### config.mk
export PLATFORM = sky130hd
export DESIGN_NAME = dp_iso_lane_scoreboard
export DESIGN_NICKNAME = d
export VERILOG_FILES = /design/src/rtl/dp_scb_pkg.sv /design/src/rtl/dp_scb_fifo.sv /design/src/rtl/dp_iso_lane_scoreboard.sv
export SDC_FILE = /design/constraint.sdc
export NUM_CORES = 1
export LEC_CHECK = 0
export ABC_AREA = 1
export BUFFER_PORTS_ARGS = -buffer_cell sky130_fd_sc_hd__buf_4
export CAP_MARGIN = 20
export CORE_MARGIN = 4
export CORE_UTILIZATION = 35
export CTS_CLUSTER_SIZE = 16
export DETAILED_ROUTE_END_ITERATION = 10
export GPL_ROUTABILITY_DRIVEN = 0
export GPL_TIMING_DRIVEN = 0
export PLACE_DENSITY = 0.46
export SLEW_MARGIN = 20
export SYNTH_ARGS = -nofsm -noshare
export SYNTH_HDL_FRONTEND = slang
export SYNTH_SLANG_ARGS = --single-unit
### constraint.sdc
create_clock -name clk -period 15.03 [get_ports clk]
set_input_delay 1.503 -clock clk [delete_from_list [all_inputs] [get_ports clk]]
set_output_delay 1.503 -clock clk [all_outputs]
set_load 0.01 [all_outputs]
### src/rtl/dp_scb_pkg.sv
// Shared types and helpers for the DP ISO lane scoreboard.
// Holds the FSM state encoding, the lane_cfg encodings and the lane-count decode.
package dp_scb_pkg;

    typedef enum logic [1:0] {
        IDLE  = 2'd0,
        RUN   = 2'd1,
        DRAIN = 2'd2
    } scb_state_e;

    localparam logic [1:0] LANE_CFG_1    = 2'b00;
    localparam logic [1:0] LANE_CFG_2    = 2'b01;
    localparam logic [1:0] LANE_CFG_4    = 2'b10;
    localparam logic [1:0] LANE_CFG_RSVD = 2'b11;

    // Reserved encoding falls into the 4-lane case, then everything clamps to max_lanes.
    function automatic logic [2:0] decode_lanes(input logic [1:0] cfg, input int max_lanes);
        int n;
        case (cfg)
            LANE_CFG_1: n = 1;
            LANE_CFG_2: n = 2;
            default:    n = 4;
        endcase
        if (n > max_lanes) n = max_lanes;
        return 3'(n);
    endfunction

endpackage

### src/rtl/dp_scb_fifo.sv
// Synchronous FIFO with occupancy level, simultaneous push/pop and flush.
// Read data is show-ahead: rdata always presents the oldest entry.
module dp_scb_fifo
    import dp_scb_pkg::*;
#(
    parameter int WIDTH = 36,
    parameter int DEPTH = 16
) (
    input  logic                     clk,
    input  logic                     rst_n,
    input  logic                     flush,
    input  logic                     push,
    input  logic                     pop,
    input  logic [WIDTH-1:0]         wdata,
    output logic [WIDTH-1:0]         rdata,
    output logic [$clog2(DEPTH):0]   level,
    output logic                     full,
    output logic                     empty
);
    localparam int AW = $clog2(DEPTH);
    localparam int LW = AW + 1;

    logic [WIDTH-1:0] mem [DEPTH];
    logic [AW-1:0]    wr_ptr;
    logic [AW-1:0]    rd_ptr;

    assign rdata = mem[rd_ptr];
    assign full  = (level == LW'(DEPTH));
    assign empty = (level == '0);

    always_ff @(posedge clk) begin
        if (!rst_n || flush) begin
            wr_ptr <= '0;
            rd_ptr <= '0;
            level  <= '0;
        end else begin
            if (push) wr_ptr <= wr_ptr + 1'b1;
            if (pop)  rd_ptr <= rd_ptr + 1'b1;
            case ({push, pop})
                2'b10:   level <= level + 1'b1;
                2'b01:   level <= level - 1'b1;
                default: ;
            endcase
        end
    end

    always_ff @(posedge clk) begin
        if (push && !flush) mem[wr_ptr] <= wdata;
    end

endmodule

### src/rtl/dp_iso_lane_scoreboard.sv
// In-order scoreboard comparing buffered reference ISO symbols against DUT lane output.
// One-cycle compare stage; reports per-lane pulses, saturating counters and sticky errors.
module dp_iso_lane_scoreboard
    import dp_scb_pkg::*;
#(
    parameter int AUX_DATA_WIDTH = 8,
    parameter int MAX_LANES      = 4,
    parameter int FIFO_DEPTH     = 16,
    parameter int CNT_WIDTH      = 16
) (
    input  logic                                clk,
    input  logic                                rst_n,
    input  logic [1:0]                          lane_cfg,
    input  logic                                flush,
    input  logic                                clr_stats,
    input  logic                                exp_valid,
    input  logic [MAX_LANES*AUX_DATA_WIDTH-1:0] exp_symbols,
    input  logic [MAX_LANES-1:0]                exp_ctrl_flag,
    output logic                                exp_ready,
    input  logic                                act_valid,
    input  logic [MAX_LANES*AUX_DATA_WIDTH-1:0] act_symbols,
    input  logic [MAX_LANES-1:0]                act_ctrl_flag,
    output logic [MAX_LANES-1:0]                mismatch_lane,
    output logic [CNT_WIDTH-1:0]                mismatch_cnt,
    output logic [CNT_WIDTH-1:0]                compare_cnt,
    output logic [MAX_LANES-1:0]                lane_err_sticky,
    output logic                                overflow_err,
    output logic                                underflow_err,
    output logic [$clog2(FIFO_DEPTH):0]         fifo_level,
    output logic [2:0]                          active_lanes
);
    localparam int W     = AUX_DATA_WIDTH;
    localparam int SYM_W = MAX_LANES * W;
    localparam int LW    = $clog2(FIFO_DEPTH) + 1;

    typedef struct packed {
        logic [MAX_LANES-1:0] ctrl;
        logic [SYM_W-1:0]     sym;
    } entry_t;

    entry_t               wr_ent, rd_ent, cmp_exp, cmp_act;
    logic                 full, empty, push, pop, cmp_vld;
    logic [MAX_LANES-1:0] lane_mis;
    scb_state_e           state, state_nxt;

    // A pop frees a slot this same cycle, so a full buffer can still accept.
    assign exp_ready = !flush && (!full || (act_valid && !empty));
    assign push      = exp_valid && exp_ready;
    assign pop       = act_valid && !empty && !flush;
    assign wr_ent    = '{ctrl: exp_ctrl_flag, sym: exp_symbols};

    dp_scb_fifo #(.WIDTH($bits(entry_t)), .DEPTH(FIFO_DEPTH)) u_fifo (
        .clk   (clk),
        .rst_n (rst_n),
        .flush (flush),
        .push  (push),
        .pop   (pop),
        .wdata (wr_ent),
        .rdata (rd_ent),
        .level (fifo_level),
        .full  (full),
        .empty (empty)
    );

    always_ff @(posedge clk) begin
        if (!rst_n) cmp_vld <= 1'b0;
        else        cmp_vld <= pop;
    end

    always_ff @(posedge clk) begin
        if (pop) begin
            cmp_exp <= rd_ent;
            cmp_act <= '{ctrl: act_ctrl_flag, sym: act_symbols};
        end
    end

    for (genvar i = 0; i < MAX_LANES; i++) begin : g_lane
        assign lane_mis[i] = cmp_vld && (i < int'(active_lanes)) &&
                             ((cmp_exp.sym[i*W +: W] != cmp_act.sym[i*W +: W]) ||
                              (cmp_exp.ctrl[i] != cmp_act.ctrl[i]));
    end

    always_ff @(posedge clk) begin
        if (!rst_n) begin
            mismatch_lane   <= '0;
            mismatch_cnt    <= '0;
            compare_cnt     <= '0;
            lane_err_sticky <= '0;
            overflow_err    <= 1'b0;
            underflow_err   <= 1'b0;
        end else begin
            mismatch_lane <= lane_mis;
            if (clr_stats) begin
                mismatch_cnt    <= '0;
                compare_cnt     <= '0;
                lane_err_sticky <= '0;
                overflow_err    <= 1'b0;
                underflow_err   <= 1'b0;
            end else begin
                if (cmp_vld && compare_cnt != '1)    compare_cnt  <= compare_cnt + 1'b1;
                if (|lane_mis && mismatch_cnt != '1) mismatch_cnt <= mismatch_cnt + 1'b1;
                lane_err_sticky <= lane_err_sticky | lane_mis;
                if (exp_valid && !exp_ready) overflow_err  <= 1'b1;
                if (act_valid && empty)      underflow_err <= 1'b1;
            end
        end
    end

    // Lane count only tracks lane_cfg while idle so a stream is judged consistently.
    always_ff @(posedge clk) begin
        if (!rst_n) begin
            state        <= IDLE;
            active_lanes <= decode_lanes(LANE_CFG_4, MAX_LANES);
        end else begin
            state <= state_nxt;
            if (state == IDLE) active_lanes <= decode_lanes(lane_cfg, MAX_LANES);
        end
    end

    always_comb begin
        state_nxt = state;
        case (state)
            IDLE:    if (push) state_nxt = RUN;
            RUN: begin
                if (flush)                                         state_nxt = IDLE;
                else if (pop && !push && fifo_level == LW'(1))     state_nxt = DRAIN;
            end
            DRAIN:   state_nxt = push ? RUN : IDLE;
            default: state_nxt = IDLE;
        endcase
    end

endmodule

* Word level (Yosys, flattened, before mapping)
Memory sizes are Yosys's and may differ from the RTL's. A register that Yosys moved wholly into a read port is not among the register bits.
Cells that the tools add are included.
** Word-level totals
- Logic and storage cells :: 97
- Register bits after elaboration :: 97
- Memories kept :: 1
- Latch bits :: 0
- Memory bits (read-only) :: 0
- RAM bits :: 576
- Output and inout port bits :: 51
** Operators by class
- Add/sub/neg operators :: 6
- Reduce and logical (&&, ||, !) cells :: 38
- Divide/modulo/power cells :: 0
- Shifts and indexed selects :: 0
- Mux-type cells :: 12
- Eq/ne operators :: 19
- Bitwise logic cells :: 2
- $mul :: 0
- Order comparisons :: 5
** Memories
- u_fifo.mem :: words 16, bits a word 36, rd ports 1, clocked after Yosys merged registers in 1, write ports 1, line dp_scb_fifo.sv:23 : logic [WIDTH-1:0] mem [DEPTH];
** Operator list (number)
- 32-bit 2-to-1 mux :: 2
- 16-bit by 1-bit adder with 16-bit output (second input constant) :: 2
- 32-bit by 4-bit > comparator with 1-bit output (second input constant) :: 1
- 16-bit inequality test (second input constant) :: 2
- 8-bit inequality test :: 4
- 1-bit logical AND :: 19
- 5-bit case mux with 2 select lines :: 1
- 4-bit by 1-bit adder with 4-bit output (second input constant) :: 2
- 2-bit by 1-bit equality test with 1-bit output (second input constant) :: 3
- 1-bit zero test :: 6
- 1-bit logical OR :: 6
- 1-bit by 3-bit < comparator with 1-bit output (first input constant) :: 2
- 2-bit by 3-bit < comparator with 1-bit output (first input constant) :: 2
- 2-bit 2-to-1 mux :: 3
- 2-bit case mux with 3 select lines :: 1
- 3-bit case mux with 2 select lines :: 1
- 5-bit by 1-bit adder with 5-bit output (second input constant) :: 1
- 5-bit by 1-bit equality test with 1-bit output (second input constant) :: 1
- 5-bit equality test (second input constant) :: 1
- 5-bit zero test :: 1
- 5-bit by 1-bit subtractor with 5-bit output (second input constant) :: 1
- 2-bit equality test (second input constant) :: 2
- 2-bit zero test :: 2
- 1-bit inequality test :: 4
- 10 further kinds :: 12

* Depth between registers and ports, before layout
Gate-level depths: netlist of the first run.
- Depth after elaboration :: 12
- Depth in mapped cells :: 14
- Depth with buffers taken out :: 13

* Hierarchy
From an unflattened synthesis of the first run, not the netlist that was laid out.
** Second synthesis, totals
- Cells, all modules :: 2429
- Area, all modules :: 29228.0 um2
** Modules (own cells, without submodules)
- dp_scb_fifo :: area an instance 24379.6 um2, cells each 1949, times used 1
- dp_iso_lane_scoreboard :: area an instance 4848.4 um2, cells each 480, times used 1

* Least setup slack after synthesis of the first run
Ideal clock, no wire load.
- Kind :: input port to flip-flop
- From :: in act_valid
- To :: reg u_fifo.level[2]
- Required time :: 14910 ps
- Stages :: 8
- Arrival time :: 5968 ps
- Setup slack :: 8942 ps
- Cells stage by stage :: nand2_1 > nor2_1 > ha_1 > inv_1 > o21ai_0 > o21bai_1 > o21ai_0 > a21oi_1
** On the way
- Elaborated cells between the ends (all ways) :: 9
- Those cells by class :: 2 x eq/ne; 1 x mux; 6 x reduce/logical
** RTL lines
- start, declared :: line dp_iso_lane_scoreboard.sv:20 : input logic act_valid,
- 1-bit logical AND (*) (2 in a row) :: line dp_iso_lane_scoreboard.sv:49 : assign pop = act_valid && !empty && !flush;
- net pop :: line dp_iso_lane_scoreboard.sv:42 : logic full, empty, push, pop, cmp_vld;
- 2-bit by 1-bit equality test with 1-bit output / 2-bit equality test (equally long branches) :: line dp_scb_fifo.sv:39 : case ({push, pop})
- 5-bit case mux with 2 select lines / 2-bit nonzero test (equally long branches)
- end signal, assigned :: line dp_scb_fifo.sv:40 : 2'b10: level <= level + 1'b1;
- end signal, assigned :: line dp_scb_fifo.sv:41 : 2'b01: level <= level - 1'b1;
- end, declared :: line dp_scb_fifo.sv:16 : output logic [$clog2(DEPTH):0] level,
Mark *: on every way through the listed nets, which the timed path passes. The rest lies on a longest branch.
A chain may end at the register's enable or synchronous reset.

* Worst setup path in the final report of the first run
- From :: in act_valid
- To :: out exp_ready
** On the way
- Longest elaborated chain between the ends :: 3
** RTL lines
- 1-bit logical AND :: line dp_iso_lane_scoreboard.sv:47 : assign exp_ready = !flush && (!full || (act_valid && !empty));
- 1-bit logical OR :: line dp_iso_lane_scoreboard.sv:47
- 1-bit logical AND :: line dp_iso_lane_scoreboard.sv:47
- end, declared :: line dp_iso_lane_scoreboard.sv:19 : output logic exp_ready,
No other way between the ends.

==> results of run 1 <==
metrics by stage:
step,hold WS [ns],instances,instance area (µm²)
5_1_grt,0.476,3484,33700
3_3_place_gp,0.440,3299,30300
6_report,0.455,3484,33700
4_1_cts,0.454,3483,33700
3_5_place_dp,0.444,3335,31200
2_1_floorplan,0.422,2119,28000
worst reg2reg max path: stages (launching register included):
cell and delay, ns:
dfxtp_1 0.39, inv_1 0.13, ha_1 0.21, nor3b_2 0.16, nand3_1 0.07, nand2_1 0.17
nor2_2 0.24, inv_1 0.16, nor2_1 0.18, nand2_1 0.18, nor2_4 0.64, buf_12 0.26
sequential cells by signal (all words and copies together), names as in the netlist:
name / flops
u_fifo.rd_ptr: 4
u_fifo.wr_ptr: 4
overflow_err: 1
lane_err_sticky: 4
mismatch_lane: 4
state: 2
mismatch_cnt: 16
active_lanes: 3
underflow_err: 1
u_fifo.mem: 576
u_fifo.level: 5
cmp_exp: 36
cmp_act: 36
cmp_vld: 1
compare_cnt: 16
how the worst max path moves through the flow:
| stage | from | endpoint | slack, ns |
|---|---|---|---|
| floorplan | act_valid | u_fifo.level[2]$_SDFFE_PP0P_ | 8.94 |
| CTS | act_valid | exp_ready | 11.30 |
| finish | act_valid | exp_ready | 11.34 |
| global placement | act_valid | u_fifo.level[2]$_SDFFE_PP0P_ | 6.37 |
| detailed placement | flush | u_fifo.mem[11][23]$_DFFE_PP_ | 11.09 |
| global route | act_valid | exp_ready | 11.23 |
power breakdown:
group	switching (mW)	total, mW	internal, mW
sequential	0.00458	2.17	2.16
combinational	0.101	0.145	0.0439
clock	0.811	1.89	1.08
final cells by class:
| class | count | share of cell area |
|---|---|---|
| Sequential cell | 709 | 0.613 |
| Multi-Input combinational cell | 1204 | 0.194 |
| Clock buffer | 100 | 0.0628 |
| Timing Repair Buffer | 167 | 0.0530 |
| Tap cell | 1050 | 0.0390 |
| Buffer | 124 | 0.0173 |
| Clock inverter | 48 | 0.0117 |
| Inverter | 82 | 0.00928 |
layer usage:
metal / vias up / track usage / share of wire
li1: 8394 / - / -
met1: 9440 / 0.285 / 0.43
met2: 682 / 0.355 / 0.48
met3: 154 / 0.0385 / 0.066
met4: 4 / 0.0639 / 0.025
met5: - / 0 / 0.00025
logic make-up (layout without fill, tap and decap cells):
logic type	count (synthesis)	after routing
flops	709	709
buf+inv	206	521
fa+ha+maj	12	12
compound gates	544	544
xor+xnor	34	34
simple gates	614	614
layout by cell type (no fill, tap or decap), types with 61 or more instances in the layout:
cell | synthesis | layout
buf_4 | 12 | 142
clkbuf_1 | 91 | 107
clkbuf_16 | 0 | 81
dfxtp_1 | 61 | 61
edfxtp_1 | 648 | 648
inv_1 | 69 | 69
nand2_1 | 128 | 128
nor2_1 | 365 | 348
o21ai_0 | 287 | 287
o221ai_1 | 108 | 108
==> flow_metrics.tcl, run 1 <==
set metrics [dict create \
    ys_seq_area_frac 0.739 \
    postCtsHoldBufs 0 \
    synth_area_um2 28000 \
    finalSetupViolCount 0 \
    yosys.area_share.adder 0.00537 \
    final-hold-violation-count 0 \
    wl_per_cell_um 26.4 \
    via_per_inst 5.36 \
    tightestPinTransition_ns 1.05 \
    slew_violations 0 \
    synth_mux_area_frac 0 \
    relSlewSlack 0.301 \
    cts_buffer_depth 3 \
    fin_skew_ns 0.0237 \
    min_path_type "flop to flop" \
    synth_edf_count 648 \
    fin_ws_ns 11.34 \
    grt_pass1_wl_mm 132 \
    remaining_drc_errors 0 \
    synth-xor-area-share 0.0106 \
    start_util 0.353 \
    nets 2460 \
    ys_warn_count 0 \
    cts_tree "built" \
    syn-num-nets 2211 \
    yosysTopAreaCell "edfxtp_1" \
    tns_ns 0 \
    cts_resized 0 \
    critPathCaptureType "output pin" \
    rows 103 \
    core-area_um2 79100 \
    die_w_um 291 \
    seqCellArea_um2 20700 \
    cp_max_fo 3 \
    ir_drop_v 0.0000802 \
    power.total_mw 4.20 \
    h-tree-depth 3 \
    period_share 0.245 \
    cts.root.buffer_cell "clkbuf_16" \
    post_cts.repair.setup_buffers 0 \
    p_leak_nw 11.2 \
    fmax_ghz 0.271 \
    cts_buffers 80 \
    areaGrowthSynthToFinish_pct 20.5 \
    grt_max_degree 28 \
    fillCellCount 7336 \
    hold_depth 2 \
    first_pass_iters 5 \
    multi_input_area_um2 6520 \
    synth_common_cells "648 x edfxtp_1, 365 x nor2_1, 287 x o21ai_0, 128 x nand2_1, 108 x o221ai_1" \
    cap_violations 0 \
    finish.utilization 0.426 \
    diodes 0 \
    rsz0062_at_grt "false" \
    yosys.area_share.simple 0.0949 \
    die-area_um2 84500 \
    worst_hold_path.endpoint "lane_err_sticky[0]$_SDFF_PP0_" \
    critical-path-top-delay-family "buffers and inverters" \
    synth.most_common_cell "edfxtp_1" \
    yosysUniqueCellTypes 46 \
    async_flop_share 0 \
    synth-compound-area-share 0.118 \
    ant_nets 0 \
    path_cells "buf_4 -> inv_1 -> nand3_1 -> nand2_1 -> inv_1 -> buf_4" \
    worstRegToRegCells 11 \
    cp-start-kind "input port" \
    insertion_delay_ns 0.64 \
    yosys.area.top_type_share 0.696 \
    pin_count 131 \
    r2r-end "u_fifo.mem[11][27]$_DFFE_PP_" \
    ff2ff_setup_slack_ns 11.89 \
    grt_usage 0.213 \
    crit_buf_inv 4 \
    chipHeight_um 291 \
    overflow 0 \
    power-per-cell-area_nw_per_um2 125 \
    post-place-ws_ns 11.09 \
    vias 18700 \
    synthFlopType "edfxtp_1" \
    synth_top_family_by_area "compound AO/OA/AOI/OAI gates" \
    io_buffers 130 \
    worstPathRequired_ns 13.53 \
    drt_iter0_markers 1764 \
    dp_hpwl_mm 60.6 \
    wirelength_mm 91.9 \
    worst-endpoint-arrival_ns 2.18 \
    outcome "complete, no violations" \
    clk_pin_slew_worst_paths_ns 0.06 \
    synth.area.top_cells "edfxtp_1 70%, o21ai_0 5.1%, nor2_1 4.9%" \
    grt_antenna_before_repair 4 \
    syn_area_per_cell_um2 13.2 \
    r2r-start "u_fifo.level[0]$_SDFFE_PP0P_" \
    path_class "input port to output pin" \
    cp_slowest_cell "nand2_1" \
    hp-start "lane_err_sticky[0]$_SDFF_PP0_" \
    grt_pass1_vias 18800 \
    syn_inst 2119 \
    drive_gt1_frac 0.157 \
    ys_ff_latch 709 \
    period_minus_slack_ns 3.69 \
    cp_slowest_stage_delay_ns 0.22 \
    path_depth 6 \
    cts.sinks 709 \
]
Power figures use the tool's default switching activity.
==> inputs of run 2 (changes only) <==
- clock period: 15.03 -> 3.8 ns (I/O delays scaled with it)
==> flow_metrics.tcl, run 2 (synthesized netlist as in run 1, its figures left out) <==
set metrics [dict create \
    outcome "complete, no violations" \
    start_util 0.353 \
    gr-usage-met3 0.0442 \
    first_pass_iters 5 \
    hold_depth 4 \
    tightestPinTransition_ns 1.22 \
    wl_per_cell_um 26.2 \
    rows 103 \
    grtUsageMet2 0.349 \
    power-per-cell-area_nw_per_um2 486 \
    vias 18800 \
    relSlewSlack 0.187 \
    cp_max_fo 10 \
    crit_buf_inv 4 \
    fin_skew_ns 0.0196 \
    ff2ff_setup_slack_ns 0.63 \
    clk_pin_slew_worst_paths_ns 0.06 \
    path_class "flop to flop" \
    grt_pass1_vias 18700 \
    core-area_um2 79100 \
    period_share 0.835 \
    die-area_um2 84500 \
    ir_drop_v 0.000316 \
    pin_count 131 \
    crit_top_cell "buf_16" \
    cp-start-kind "flop" \
    io_buffers 130 \
    tns_ns 0 \
    nets 2502 \
    holdWs_ns 0.0425 \
    slew_violations 0 \
    cp_slowest_stage_delay_ns 0.57 \
    top_regs "u_fifo.mem x576, cmp_act x36, cmp_exp x36" \
    dp_hpwl_mm 61.5 \
    worstRegToRegCells 11 \
    wirelength_mm 92.4 \
    rsz0062_at_grt "false" \
    cts_buffer_depth 3 \
    via_per_inst 5.34 \
    cp_slowest_cell "nor2_4" \
    die_w_um 291 \
    top_usage_layer "met2" \
    grt_pass1_wl_mm 132 \
    p_leak_nw 11.4 \
    path_cells "inv_1 -> ha_1 -> nor3b_2 -> nand3_1 -> nand2_1 -> nor2_2 -> nand2_1 -> nor2_4 -> buf_16 -> buf_16 -> buf_16" \
    cap_violations 0 \
    multi_input_area_um2 6520 \
    cts_tree "built" \
    final_common_cell "edfxtp_1" \
    drive_gt1_frac 0.157 \
    finalSetupViolCount 0 \
    seqCellArea_um2 20700 \
    cts_resized 0 \
    worst-endpoint-arrival_ns 3.50 \
    fmax_ghz 0.315 \
    ant_nets 0 \
    cts.root.buffer_cell "clkbuf_16" \
    insertion_delay_ns 0.63 \
    cts.sinks 709 \
    areaGrowthSynthToFinish_pct 22.2 \
    chipHeight_um 291 \
    period_minus_slack_ns 3.17 \
    overflow 0 \
    r2r-start "u_fifo.level[0]$_SDFFE_PP0P_" \
    largest-register "u_fifo.mem" \
    worstPathRequired_ns 4.13 \
    groute.layer.met1.usage 0.284 \
    h-tree-depth 3 \
    min_path_type "input port to flop" \
    grt_max_degree 28 \
    largest_register_ffs 576 \
    worst_hold_path.endpoint "active_lanes[0]$_SDFFE_PN0N_" \
    cts_buffers 80 \
    r2r-end "u_fifo.mem[6][29]$_DFFE_PP_" \
    critical-path-top-delay-family "simple AND/OR/NAND/NOR gates" \
    drt_iter0_markers 1793 \
    final-hold-violation-count 0 \
    remaining_drc_errors 0 \
    critPathCaptureType "flop" \
    hp-start "lane_cfg[0]" \
    grt_usage 0.214 \
    fillCellCount 7272 \
    final_cell_mix "648 x edfxtp_1, 348 x nor2_1, 287 x o21ai_0" \
    grt_antenna_before_repair 2 \
]
[run 2: cell count changes in the layout (fill, tap and decap cells not counted)]
cell,delta
clkinv_8,-1
clkbuf_1,-6
clkbuf_8,+1
clkinvlp_2,-1
clkinvlp_4,-2
buf_6,-1
diode_2,+1
inv_8,+1
buf_16,+4
dlygate4sd3_1,+39
clkinv_2,+3
[run 2: final cells by class]
type,count,area share
antenna,1,0.0000732
buffer,124,0.0170
clock buffer,95,0.0617
clock inverter,48,0.0112
inverter,82,0.00915
multi-input combinational,1204,0.191
sequential,709,0.605
tap,1050,0.0384
timing repair buffer,209,0.0665
[run 2: stage by stage]
step                setup WS, ns  cell area [µm²]   util  std cells  power, mW
floorplan                  0.369            28000      -       2119       8.98
global placement           -2.69            30300  0.382       3299       9.29
detailed placement         0.619            31300  0.396       3339       9.32
CTS                        0.610            34200  0.432       3521       16.7
global route               0.396            34200  0.432       3522       17.1
finish                     0.629            34200  0.432       3522       16.6
[run 2: worst register-to-register path, stage by stage (launching register included)]
cell and delay, ns:
dfxtp_1 0.39, inv_1 0.13, ha_1 0.23, nor3b_2 0.17, nand3_1 0.07, nand2_1 0.21
nor2_2 0.25, nand2_1 0.28, nor2_4 0.57, buf_16 0.24, buf_16 0.17, buf_16 0.17
[run 2: worst max-delay path by stage]
stage	from	to	slack [ns]	depth (start not counted)
6_report	u_fifo.level[0]$_SDFFE_PP0P_	u_fifo.mem[6][29]$_DFFE_PP_	0.63	11
5_1_grt	u_fifo.level[0]$_SDFFE_PP0P_	u_fifo.mem[7][20]$_DFFE_PP_	0.40	12
4_1_cts	u_fifo.level[0]$_SDFFE_PP0P_	u_fifo.mem[6][29]$_DFFE_PP_	0.61	11
3_5_place_dp	u_fifo.level[0]$_SDFFE_PP0P_	u_fifo.mem[6][22]$_DFFE_PP_	0.62	11
3_3_place_gp	u_fifo.level[0]$_SDFFE_PP0P_	u_fifo.mem[11][25]$_DFFE_PP_	-2.69	10
2_1_floorplan	u_fifo.level[0]$_SDFFE_PP0P_	u_fifo.mem[11][0]$_DFFE_PP_	0.37	10
[run 2: repair_timing]
action / 4_1_cts / 5_1_grt
endpoints found under the hold margin: 39 / 0
buffers inserted: 0 / 0
hold buffers: 39 / 0
[run 2: layer usage]
layer	wire length [µm]	part of all wire
met1	38400	0.42
met2	43900	0.48
met3	7100	0.077
met4	2910	0.031
met5	12	0.00013
[run 2: where the power goes]
| part | switching, mW | internal, mW |
|---|---|---|
| Clock | 3.17 | 4.25 |
| Sequential | 0.0183 | 8.56 |
| Combinational | 0.404 | 0.200 |
